### src/rtl/hearts_pkg.sv
`default_nettype none
// ============================================================================
// Module  : hearts_pkg
// Purpose : Shared definitions for the hearts/life subsystem. It is used by
//           the life manager, the hearts HUD display and the game-state FSM.
// Contents: HEARTS_W        width of a heart count
//           ALIVE/INVINCIBLE/DEAD  life FSM state encoding
//           hearts_adjust() saturating +1/-1 on a heart count
// Revision: 1.0  initial release
// ============================================================================
package hearts_pkg;

  localparam int HEARTS_W = 2;

  localparam logic [1:0] ALIVE      = 2'd0;
  localparam logic [1:0] INVINCIBLE = 2'd1;
  localparam logic [1:0] DEAD       = 2'd2;

  // Applies an optional +1 and an optional -1 to a heart count. The +1 is
  // added first so that a pickup coinciding with a hit at one heart nets
  // out to one heart. The result is clamped to 0..max_h.
  function automatic logic [HEARTS_W-1:0] hearts_adjust(
    input logic [HEARTS_W-1:0] hearts,
    input logic                inc,
    input logic                dec,
    input logic [HEARTS_W-1:0] max_h
  );
    logic [HEARTS_W:0] sum;
    sum = {1'b0, hearts} + {{HEARTS_W{1'b0}}, inc};
    if (dec) begin
      sum = (sum == '0) ? '0 : sum - {{HEARTS_W{1'b0}}, 1'b1};
    end
    if (sum > {1'b0, max_h}) begin
      sum = {1'b0, max_h};
    end
    return sum[HEARTS_W-1:0];
  endfunction

endpackage
`default_nettype wire

### src/rtl/hearts_inv_timer.sv
`default_nettype none
// ============================================================================
// Module  : hearts_inv_timer
// Purpose : Invincibility window timer. It counts frame ticks down from
//           INV_FRAMES and divides them by BLINK_FRAMES to produce the sprite
//           blink phase.
// Ports   : clk_i        system clock
//           rst_i        synchronous clear (reset or game restart)
//           load_i       start a new window, blink phase starts high
//           frame_tick_i one pulse per video frame
//           en_i         count enable (gameplay running and invincible)
//           expired_o    combinational pulse on the tick that ends the window
//           blink_o      registered blink phase, 0 outside a window
// Revision: 1.0  initial release
// ============================================================================
module hearts_inv_timer #(
  parameter int INV_FRAMES   = 120,
  parameter int BLINK_FRAMES = 8
) (
  input  logic clk_i,
  input  logic rst_i,
  input  logic load_i,
  input  logic frame_tick_i,
  input  logic en_i,
  output logic expired_o,
  output logic blink_o
);

  localparam int INV_W   = $clog2(INV_FRAMES + 1);
  localparam int BLINK_W = $clog2(BLINK_FRAMES + 1);

  localparam logic [INV_W-1:0]   INV_LOAD   = INV_W'(INV_FRAMES);
  localparam logic [INV_W-1:0]   INV_ONE    = INV_W'(1);
  localparam logic [BLINK_W-1:0] BLINK_LOAD = BLINK_W'(BLINK_FRAMES);
  localparam logic [BLINK_W-1:0] BLINK_ONE  = BLINK_W'(1);

  logic [INV_W-1:0]   inv_cnt_q,   inv_cnt_d;
  logic [BLINK_W-1:0] blink_cnt_q, blink_cnt_d;
  logic               blink_q,     blink_d;
  logic               step;

  // A tick only counts while a window is actually running.
  assign step      = en_i & frame_tick_i & (inv_cnt_q != '0);
  assign expired_o = step & ~load_i & (inv_cnt_q == INV_ONE);

  always_comb begin
    inv_cnt_d   = inv_cnt_q;
    blink_cnt_d = blink_cnt_q;
    blink_d     = blink_q;
    if (load_i) begin
      inv_cnt_d   = INV_LOAD;
      blink_cnt_d = BLINK_LOAD;
      blink_d     = 1'b1;
    end else if (expired_o) begin
      // Window over: sprite must be visible again the same cycle.
      inv_cnt_d   = '0;
      blink_cnt_d = '0;
      blink_d     = 1'b0;
    end else if (step) begin
      inv_cnt_d = inv_cnt_q - INV_ONE;
      // Reaching zero reloads immediately, so the phase flips every
      // BLINK_FRAMES ticks exactly.
      if (blink_cnt_q == BLINK_ONE) begin
        blink_cnt_d = BLINK_LOAD;
        blink_d     = ~blink_q;
      end else begin
        blink_cnt_d = blink_cnt_q - BLINK_ONE;
      end
    end
  end

  always_ff @(posedge clk_i) begin
    if (rst_i) begin
      inv_cnt_q   <= '0;
      blink_cnt_q <= '0;
      blink_q     <= 1'b0;
    end else begin
      inv_cnt_q   <= inv_cnt_d;
      blink_cnt_q <= blink_cnt_d;
      blink_q     <= blink_d;
    end
  end

  assign blink_o = blink_q;

endmodule
`default_nettype wire

### src/rtl/hearts_life_manager.sv
`default_nettype none
// ============================================================================
// Module  : hearts_life_manager
// Purpose : Owns the player's life count, runs the post-hit invincibility
//           window with sprite blink, and flags game over on the last heart.
// Ports   : clk_i          system clock
//           reset_i        synchronous active-high reset
//           frame_tick_i   one pulse per video frame
//           game_en_i      1 = gameplay running, 0 = freeze (restart still works)
//           collision_i    level, player overlaps a hazard
//           heart_pickup_i pulse, heart item collected
//           restart_i      pulse, return to start-of-game state
//           num_hearts_o   current hearts 0..MAX_HEARTS
//           invincible_o   1 while invincible
//           blink_o        sprite hide phase during invincibility
//           hit_pulse_o    one-cycle pulse per accepted hit
//           game_over_o    1 once all hearts are lost
// Revision: 1.0  initial release
// ============================================================================
module hearts_life_manager
  import hearts_pkg::*;
#(
  parameter int MAX_HEARTS   = 3,
  parameter int INV_FRAMES   = 120,
  parameter int BLINK_FRAMES = 8
) (
  input  logic                clk_i,
  input  logic                reset_i,
  input  logic                frame_tick_i,
  input  logic                game_en_i,
  input  logic                collision_i,
  input  logic                heart_pickup_i,
  input  logic                restart_i,
  output logic [HEARTS_W-1:0] num_hearts_o,
  output logic                invincible_o,
  output logic                blink_o,
  output logic                hit_pulse_o,
  output logic                game_over_o
);

  localparam logic [HEARTS_W-1:0] HEARTS_MAX = HEARTS_W'(MAX_HEARTS);

  logic [1:0]          state_q,  state_d;
  logic [HEARTS_W-1:0] hearts_q, hearts_d;
  logic                hit_q,    hit_d;
  logic                timer_load;
  logic                timer_en;
  logic                timer_expired;
  logic                timer_blink;

  // The timer only advances in INVINCIBLE; a frozen game freezes it too.
  assign timer_en = game_en_i & (state_q == INVINCIBLE);

  hearts_inv_timer #(
    .INV_FRAMES   (INV_FRAMES),
    .BLINK_FRAMES (BLINK_FRAMES)
  ) u_inv_timer (
    .clk_i        (clk_i),
    .rst_i        (reset_i | restart_i),
    .load_i       (timer_load),
    .frame_tick_i (frame_tick_i),
    .en_i         (timer_en),
    .expired_o    (timer_expired),
    .blink_o      (timer_blink)
  );

  always_comb begin
    state_d    = state_q;
    hearts_d   = hearts_q;
    hit_d      = 1'b0;
    timer_load = 1'b0;
    if (game_en_i) begin
      case (state_q)
        ALIVE: begin
          if (collision_i) begin
            hearts_d = hearts_adjust(hearts_q, heart_pickup_i, 1'b1, HEARTS_MAX);
            hit_d    = 1'b1;
            if (hearts_d == '0) begin
              state_d = DEAD;
            end else begin
              state_d    = INVINCIBLE;
              timer_load = 1'b1;
            end
          end else if (heart_pickup_i) begin
            hearts_d = hearts_adjust(hearts_q, 1'b1, 1'b0, HEARTS_MAX);
          end
        end
        INVINCIBLE: begin
          // Collision is masked for the whole window, including the
          // expiry cycle; a held collision lands on the next ALIVE cycle.
          if (heart_pickup_i) begin
            hearts_d = hearts_adjust(hearts_q, 1'b1, 1'b0, HEARTS_MAX);
          end
          if (timer_expired) begin
            state_d = ALIVE;
          end
        end
        DEAD: begin
          state_d = DEAD;
        end
        default: begin
          state_d = ALIVE;
        end
      endcase
    end
  end

  always_ff @(posedge clk_i) begin
    if (reset_i || restart_i) begin
      state_q  <= ALIVE;
      hearts_q <= HEARTS_MAX;
      hit_q    <= 1'b0;
    end else begin
      state_q  <= state_d;
      hearts_q <= hearts_d;
      hit_q    <= hit_d;
    end
  end

  assign num_hearts_o = hearts_q;
  assign invincible_o = (state_q == INVINCIBLE);
  assign game_over_o  = (state_q == DEAD);
  assign hit_pulse_o  = hit_q;
  assign blink_o      = timer_blink;

endmodule
`default_nettype wire
### config.mk
export PLATFORM = sky130hd
export DESIGN_NAME = hearts_life_manager
export DESIGN_NICKNAME = d
export VERILOG_FILES = /design/src/rtl/hearts_pkg.sv /design/src/rtl/hearts_inv_timer.sv /design/src/rtl/hearts_life_manager.sv
export SDC_FILE = /design/constraint.sdc
export NUM_CORES = 1
export LEC_CHECK = 0
export ABC_AREA = 1
export BUFFER_PORTS_ARGS = -buffer_cell sky130_fd_sc_hd__buf_2
export CAP_MARGIN = 20
export CORE_UTILIZATION = 47
export DETAILED_ROUTE_END_ITERATION = 10
export PLACE_DENSITY_LB_ADDON = 0.25
export SYNTH_ARGS = -nofsm -noshare
export SYNTH_HDL_FRONTEND = slang
export SYNTH_SLANG_ARGS = --single-unit
### constraint.sdc
create_clock -name clk_i -period 5.09 [get_ports clk_i]
set_input_delay 0.7635 -clock clk_i [delete_from_list [all_inputs] [get_ports clk_i]]
set_output_delay 0.7635 -clock clk_i [all_outputs]
set_load 0.005 [all_outputs]
; Yosys cells after proc, flatten, opt, wreduce, memory -nomap -nowiden
; Cells that the tools add are included.
; Widths: inputs -> output; s select.
[classes]
addsub = 5
order_cmp = 2
n_eq_ne = 6
muxes = 32
bitwise = 10
n_reduce_logical = 13
[ops]
columns = operator, count
row1 = $mux 7, 3
row2 = $mux 2, 10
row3 = $mux 4, 4
row4 = $mux 3, 4
row5 = $mux 1, 9
row6 = $eq 7x1->1 const B, 1
row7 = $reduce_bool 7->1, 1
row8 = $sub 7x1->7 const B, 1
row9 = $gt 3x2->1 const B, 2
row10 = $pmux 2 s3, 1
row11 = $reduce_bool 3->1, 2
row12 = $reduce_or 3->1, 2
row13 = $and 1x1->1, 5
row14 = $eq 4x1->1 const B, 1
row15 = $logic_not 2->1, 2
row16 = $not 1->1, 4
row17 = $pmux 2 s2, 1
row18 = $reduce_and 2->1, 2
row19 = $sub 4x1->4 const B, 1
row20 = $add 2x1->3, 1
row21 = $add 2x1->3 const B, 1
row22 = $logic_not 3->1, 1
row23 = $reduce_and 3->1, 1
row24 = $sub 3x1->3 const B, 1
row25 = other kinds (7), 7
[word_totals]
register_bits = 17
in_bits = 7
output_inout_bits = 6
wordCells = 76

; Logic depth before layout (Yosys ltp)
[depth]
ltp_word = 21
depth_mapped = 12
ltp_nobuf = 12

; Cells and area by module
; A second synthesis with hierarchy kept.
[hier_totals]
cells_unflattened = 176
hier_area_um2 = 1229.9
[by_module_without_submodules]
columns = module, n_inst, cells_per_inst, area_per_inst_um2, seq_area_each_um2
row1 = hearts_inv_timer, 1, 121, 829.5, 240.2
row2 = hearts_life_manager, 1, 55, 400.4, 100.1

; Worst setup path before layout
; OpenSTA, ideal clock, no wires.
[synth_path]
kind = input to register
start = in heart_pickup_i
end = reg u_inv_timer.inv_cnt_q[2]
setup_ns = 0.073
arrival_time_ns = 2.345
t_required_ns = 5.017
path_slack_ns = 2.672
stages = 10
path_buffers = 0
cell_sequence = ha_1 > ha_1 > nor2_1 > inv_1 > ha_1 > a21oi_1 > nand3_1 > nand2_1 > nand3_2 > nor3b_2
[synth_between]
elab_chain_cells = 20
word_cells_on_any_way = 21
classes_between = add/sub (2) / order compare (1) / mux (12) / bitwise (3) / reduce/logical (3)
[synth_lines]
columns = item, line_no
row1 = "start, declared", hearts_life_manager.sv:32  ; input logic heart_pickup_i,
row2 = $add 2x1->3 *, hearts_pkg.sv:29  ; sum = {1'b0, hearts} + {{HEARTS_W{1'b0}}, inc};
row3 = $sub 3x1->3 / $logic_not 3->1 (equally long branches), hearts_pkg.sv:31  ; sum = (sum == '0) ? '0 : sum - {{HEARTS_W{1'b0}}, 1'b1};
row4 = $mux 3 *, hearts_pkg.sv:31
row5 = $mux 3 *, hearts_life_manager.sv:75  ; if (collision_i) begin
row6 = $mux 3 *, hearts_life_manager.sv:73  ; case (state_q)
row7 = $mux 3 *, hearts_life_manager.sv:72  ; if (game_en_i) begin
row8 = $gt 3x2->1, hearts_pkg.sv:33  ; if (sum > {1'b0, max_h}) begin
row9 = $mux 2 *, hearts_pkg.sv:33
row10 = [3 not listed], -
row11 = $logic_not 2->1 *, hearts_life_manager.sv:78  ; if (hearts_d == '0) begin
row12 = $mux 1 *, hearts_life_manager.sv:78
row13 = $mux 1 *, hearts_life_manager.sv:75
row14 = $mux 1 *, hearts_life_manager.sv:73
row15 = $mux 1 *, hearts_life_manager.sv:72
row16 = $not 1->1, hearts_inv_timer.sv:44  ; assign expired_o = step & ~load_i & (inv_cnt_q == INV_ONE);
row17 = $and 1x1->1 (2 in series), hearts_inv_timer.sv:44
row18 = $reduce_or 3->1 (no line) *, -
row19 = "end signal, assigned", hearts_inv_timer.sv:78  ; inv_cnt_q <= inv_cnt_d;
row20 = "end, declared", hearts_inv_timer.sv:37  ; logic [INV_W-1:0] inv_cnt_q, inv_cnt_d;
; Every way passes the cells marked *; elsewhere a longest branch is shown, timed or not. The select of a mux whose other input is x is not followed.
; A chain may end at the register's enable or synchronous reset.

; Worst setup path after layout
; Ends and elaborated chain as after synthesis.

==> metrics <==
CP Capture Type=flop; core area=2230 µm²; complex-gate fraction of the synthesized area=under 10%; Post-Syn Area=1120 µm²; Int Pwr=about 0.18 mW; clk slew on worst S/H paths=~0.1 ns; Crit Reg-Reg Startpoint=num_hearts_o[0]; Post-CTS Resized=0; Starting Density=between 50% and 60%; Worst Path Max Fanout=7; clk_skew=between 0.006 and 0.007 ns; routed wire length=2.12 mm; router iterations before antenna repair=4; sw power=slightly above 0.07 mW; CP delay by family, top=simple AND/OR/NAND/NOR gates; YS warnings=0; GPL Wtd Cong=0.790; io pins=13; clock sinks=17; Synth Area in Adders=between 10 and 15%; Least-Margin Pin Slew=between 0.3 and 0.4 ns; crit path kind=in2reg; switching fraction of total power=between 20% and 30%; clk buf depth=2; initial antenna violation count=0; layout cells sized above 1=roughly a fifth; Num CTS Buffers=3; Slew headroom=between 70% and 80%; crit path buf inv count=2; first-pass GRT wire length=~3.6 mm; largest family of logic cells by synthesized area=simple AND/OR/NAND/NOR gates; combinational power share=around 17%; Crit path arrival time=approximately 2.7 ns; crit path from=heart_pickup_i; top-area cell type share of the netlist area=a little under a third; CP max stage delay=between 0.2 and 0.3 ns; antenna viol nets, final=0; Crit path required time=5.31 ns; worst skew pair latency=between 0.2 and 0.3 ns; Pwr Total=~0.25 mW; gr usage total=18.2%; post-CTS setup buffer count=0; most used cell, CP=ha_1; Seq/Total Area, Yosys=between 30% and 40%; die area=roughly 2600 µm²; syn_area_per_cell=between 7 and 8 µm²; most frequent cells in the layout=34 x nand2_1, 21 x inv_1, 17 x dfxtp_1, 13 x nor2_1, 13 x nand3_1; die height=~51 µm; setup TNS=0 ns; Net Count, Synth=around 170; cell count after synthesis=approximately 160; sequential power share=55.0%; Slew Viols, Final=0; area leader, netlist=dfxtp_1; Synth area leaders=dfxtp_1 30%, nand2_1 11%, ha_1 10%; largest net degree at the start of global routing=16; grt total ovfl=0; status=completed; multiplexer area fraction after synthesis=0%; worst hold path class=reg2reg; maximum clock rate=406 MHz; CTS tree=done; hold_sp=u_inv_timer.blink_cnt_q[1]; number of global-route vias before repair=893; WL/cell=roughly 11 µm; max cap viols=0; DRT iter0 DRCs=15; Register Area=~340 µm²; antenna cells=0; final hold vios=0; root buffer cell=clkbuf_4; row count=17; Final Critical Period=between 2 and 2.5 ns; worst path cell trace=buf_2, ha_1, ha_1, nor2_1, inv_1, ha_1, a21oi_1, nand3_1, nand2_1, nand3_2, nor3b_2; Post-route DRC=0; Area growth, synth to finish=9.13%; Simple-Gate Fraction of Synth Area=a little under two fifths; unrepaired setup endpoints after global routing=false; Synth Area in XOR/XNOR=~2.3%; Port Buffers=12; CTS HTree Levels=1; Pleak=between 0.5 and 0.6 nW; Die Width=50.9 µm; pwr/cell area=206 nW/µm²; Max IR drop VDD=0.132 mV; final clock period utilization by the worst path=between 40% and 50%; vias per cell=4.90; most common cell after layout, fill and taps aside=nand2_1; Multi-input gate area=between 600 and 700 µm²; slowest stage cell, crit path=ha_1; hpwl dp=between 1.5 and 2 mm; clock share of power=28.5%; Vias=just under 1000; count of different cell masters after synthesis=30; # hold bufs at CTS=0; # setup viols final=0; critical path startpoint category=input pin; Yosys reg bits=17; fin nets=roughly 190; Layout fillers=229
-- through the flow --
stage | hold WS, ns | worst slack, ns | cell area (µm²) | utilization, % | instances
detailed placement | 0.455 | 2.33 | 1200 | 53.7 | 196
global route | 0.497 | 2.38 | 1230 | 54.9 | 200
floorplan | 0.443 | 2.67 | 1120 | - | 158
global placement | 0.458 | 2.41 | 1200 | 53.7 | 196
CTS | 0.471 | 2.62 | 1230 | 54.9 | 200
finish | 0.470 | 2.62 | 1230 | 54.9 | 200
-- final timing paths --
check	to	slack, ns	depth (start not counted)
worst max register to register	u_inv_timer.inv_cnt_q[2]	2.88	10
worst min register to register	u_inv_timer.blink_cnt_q[1]	0.47	2
worst max-delay path	u_inv_timer.inv_cnt_q[2]	2.62	11
worst min-delay path	u_inv_timer.blink_cnt_q[1]	0.47	2
-- area by class of cell --
type / count / area share (%)
tap: 28 / 2.86
clock buffer: 4 / 2.14
multi-input combinational: 115 / 55.0
sequential: 17 / 27.8
timing repair buffer: 12 / 4.90
inverter: 24 / 7.35
-- worst min-delay path: cells and delay by family (launching register included) --
kind,cells,cell delay (ns)
flip-flops,1,0.32
AND/OR/NAND/NOR,1,0.06
AO/OA/AOI/OAI,1,0.05
-- per-layer routing --
layer | share of wire, % | vias up | global-route usage [%]
met5 | 0 | - | 0
met4 | 0.71 | 0 | 6.48
met3 | 1.7 | 2 | 2.98
met2 | 48 | 8 | 32.4
met1 | 49 | 434 | 21.9
li1 | - | 536 | -
-- power groups by stage --
stage          registers [mW]  clock network, mW  logic [mW]
6_report                0.139             0.0720      0.0416
5_1_grt                 0.140             0.0773      0.0478
4_1_cts                 0.139             0.0743      0.0420
3_5_place_dp            0.142                  0      0.0417
3_3_place_gp            0.142                  0      0.0403
2_1_floorplan           0.141                  0      0.0324
-- cells in the mapped netlist --
master,number
o211ai_1,2
buf_4,1
nor3_2,1
nand3_2,2
o21ai_1,1
nand3b_1,1
inv_1,21
or2_1,4
nor2_1,13
nor3_1,1
nor2_2,3
nor3b_2,1
a21oi_1,8
nor4_1,1
a31oi_1,4
ha_1,9
nor3b_1,1
dfxtp_1,17
nand2_4,1
nand3_1,13
nand2_2,4
xor2_1,3
nand4_1,2
nand2_1,34
nor2_4,2
o21ai_0,2
o21a_1,1
a21boi_1,1
inv_2,3
buf_6,1
-- registers in the layout (all words and copies together), names as in the netlist --
signal	flops
u_inv_timer.blink_cnt_q	4
state_q	2
u_inv_timer.inv_cnt_q	7
num_hearts_o	2
hit_pulse_o	1
u_inv_timer.blink_o	1
-- cells by family (layout without fill, tap and decap cells) --
| logic type | Yosys count | count (layout) |
|---|---|---|
| flip-flops | 17 | 17 |
| AND/OR/NAND/NOR | 84 | 84 |
| AO/OA/AOI/OAI | 19 | 19 |
| XOR/XNOR | 3 | 3 |
| buffers and inverters | 26 | 40 |
| adder cells (fa/ha/maj) | 9 | 9 |
No activity file was read; power rests on OpenSTA's default activity.
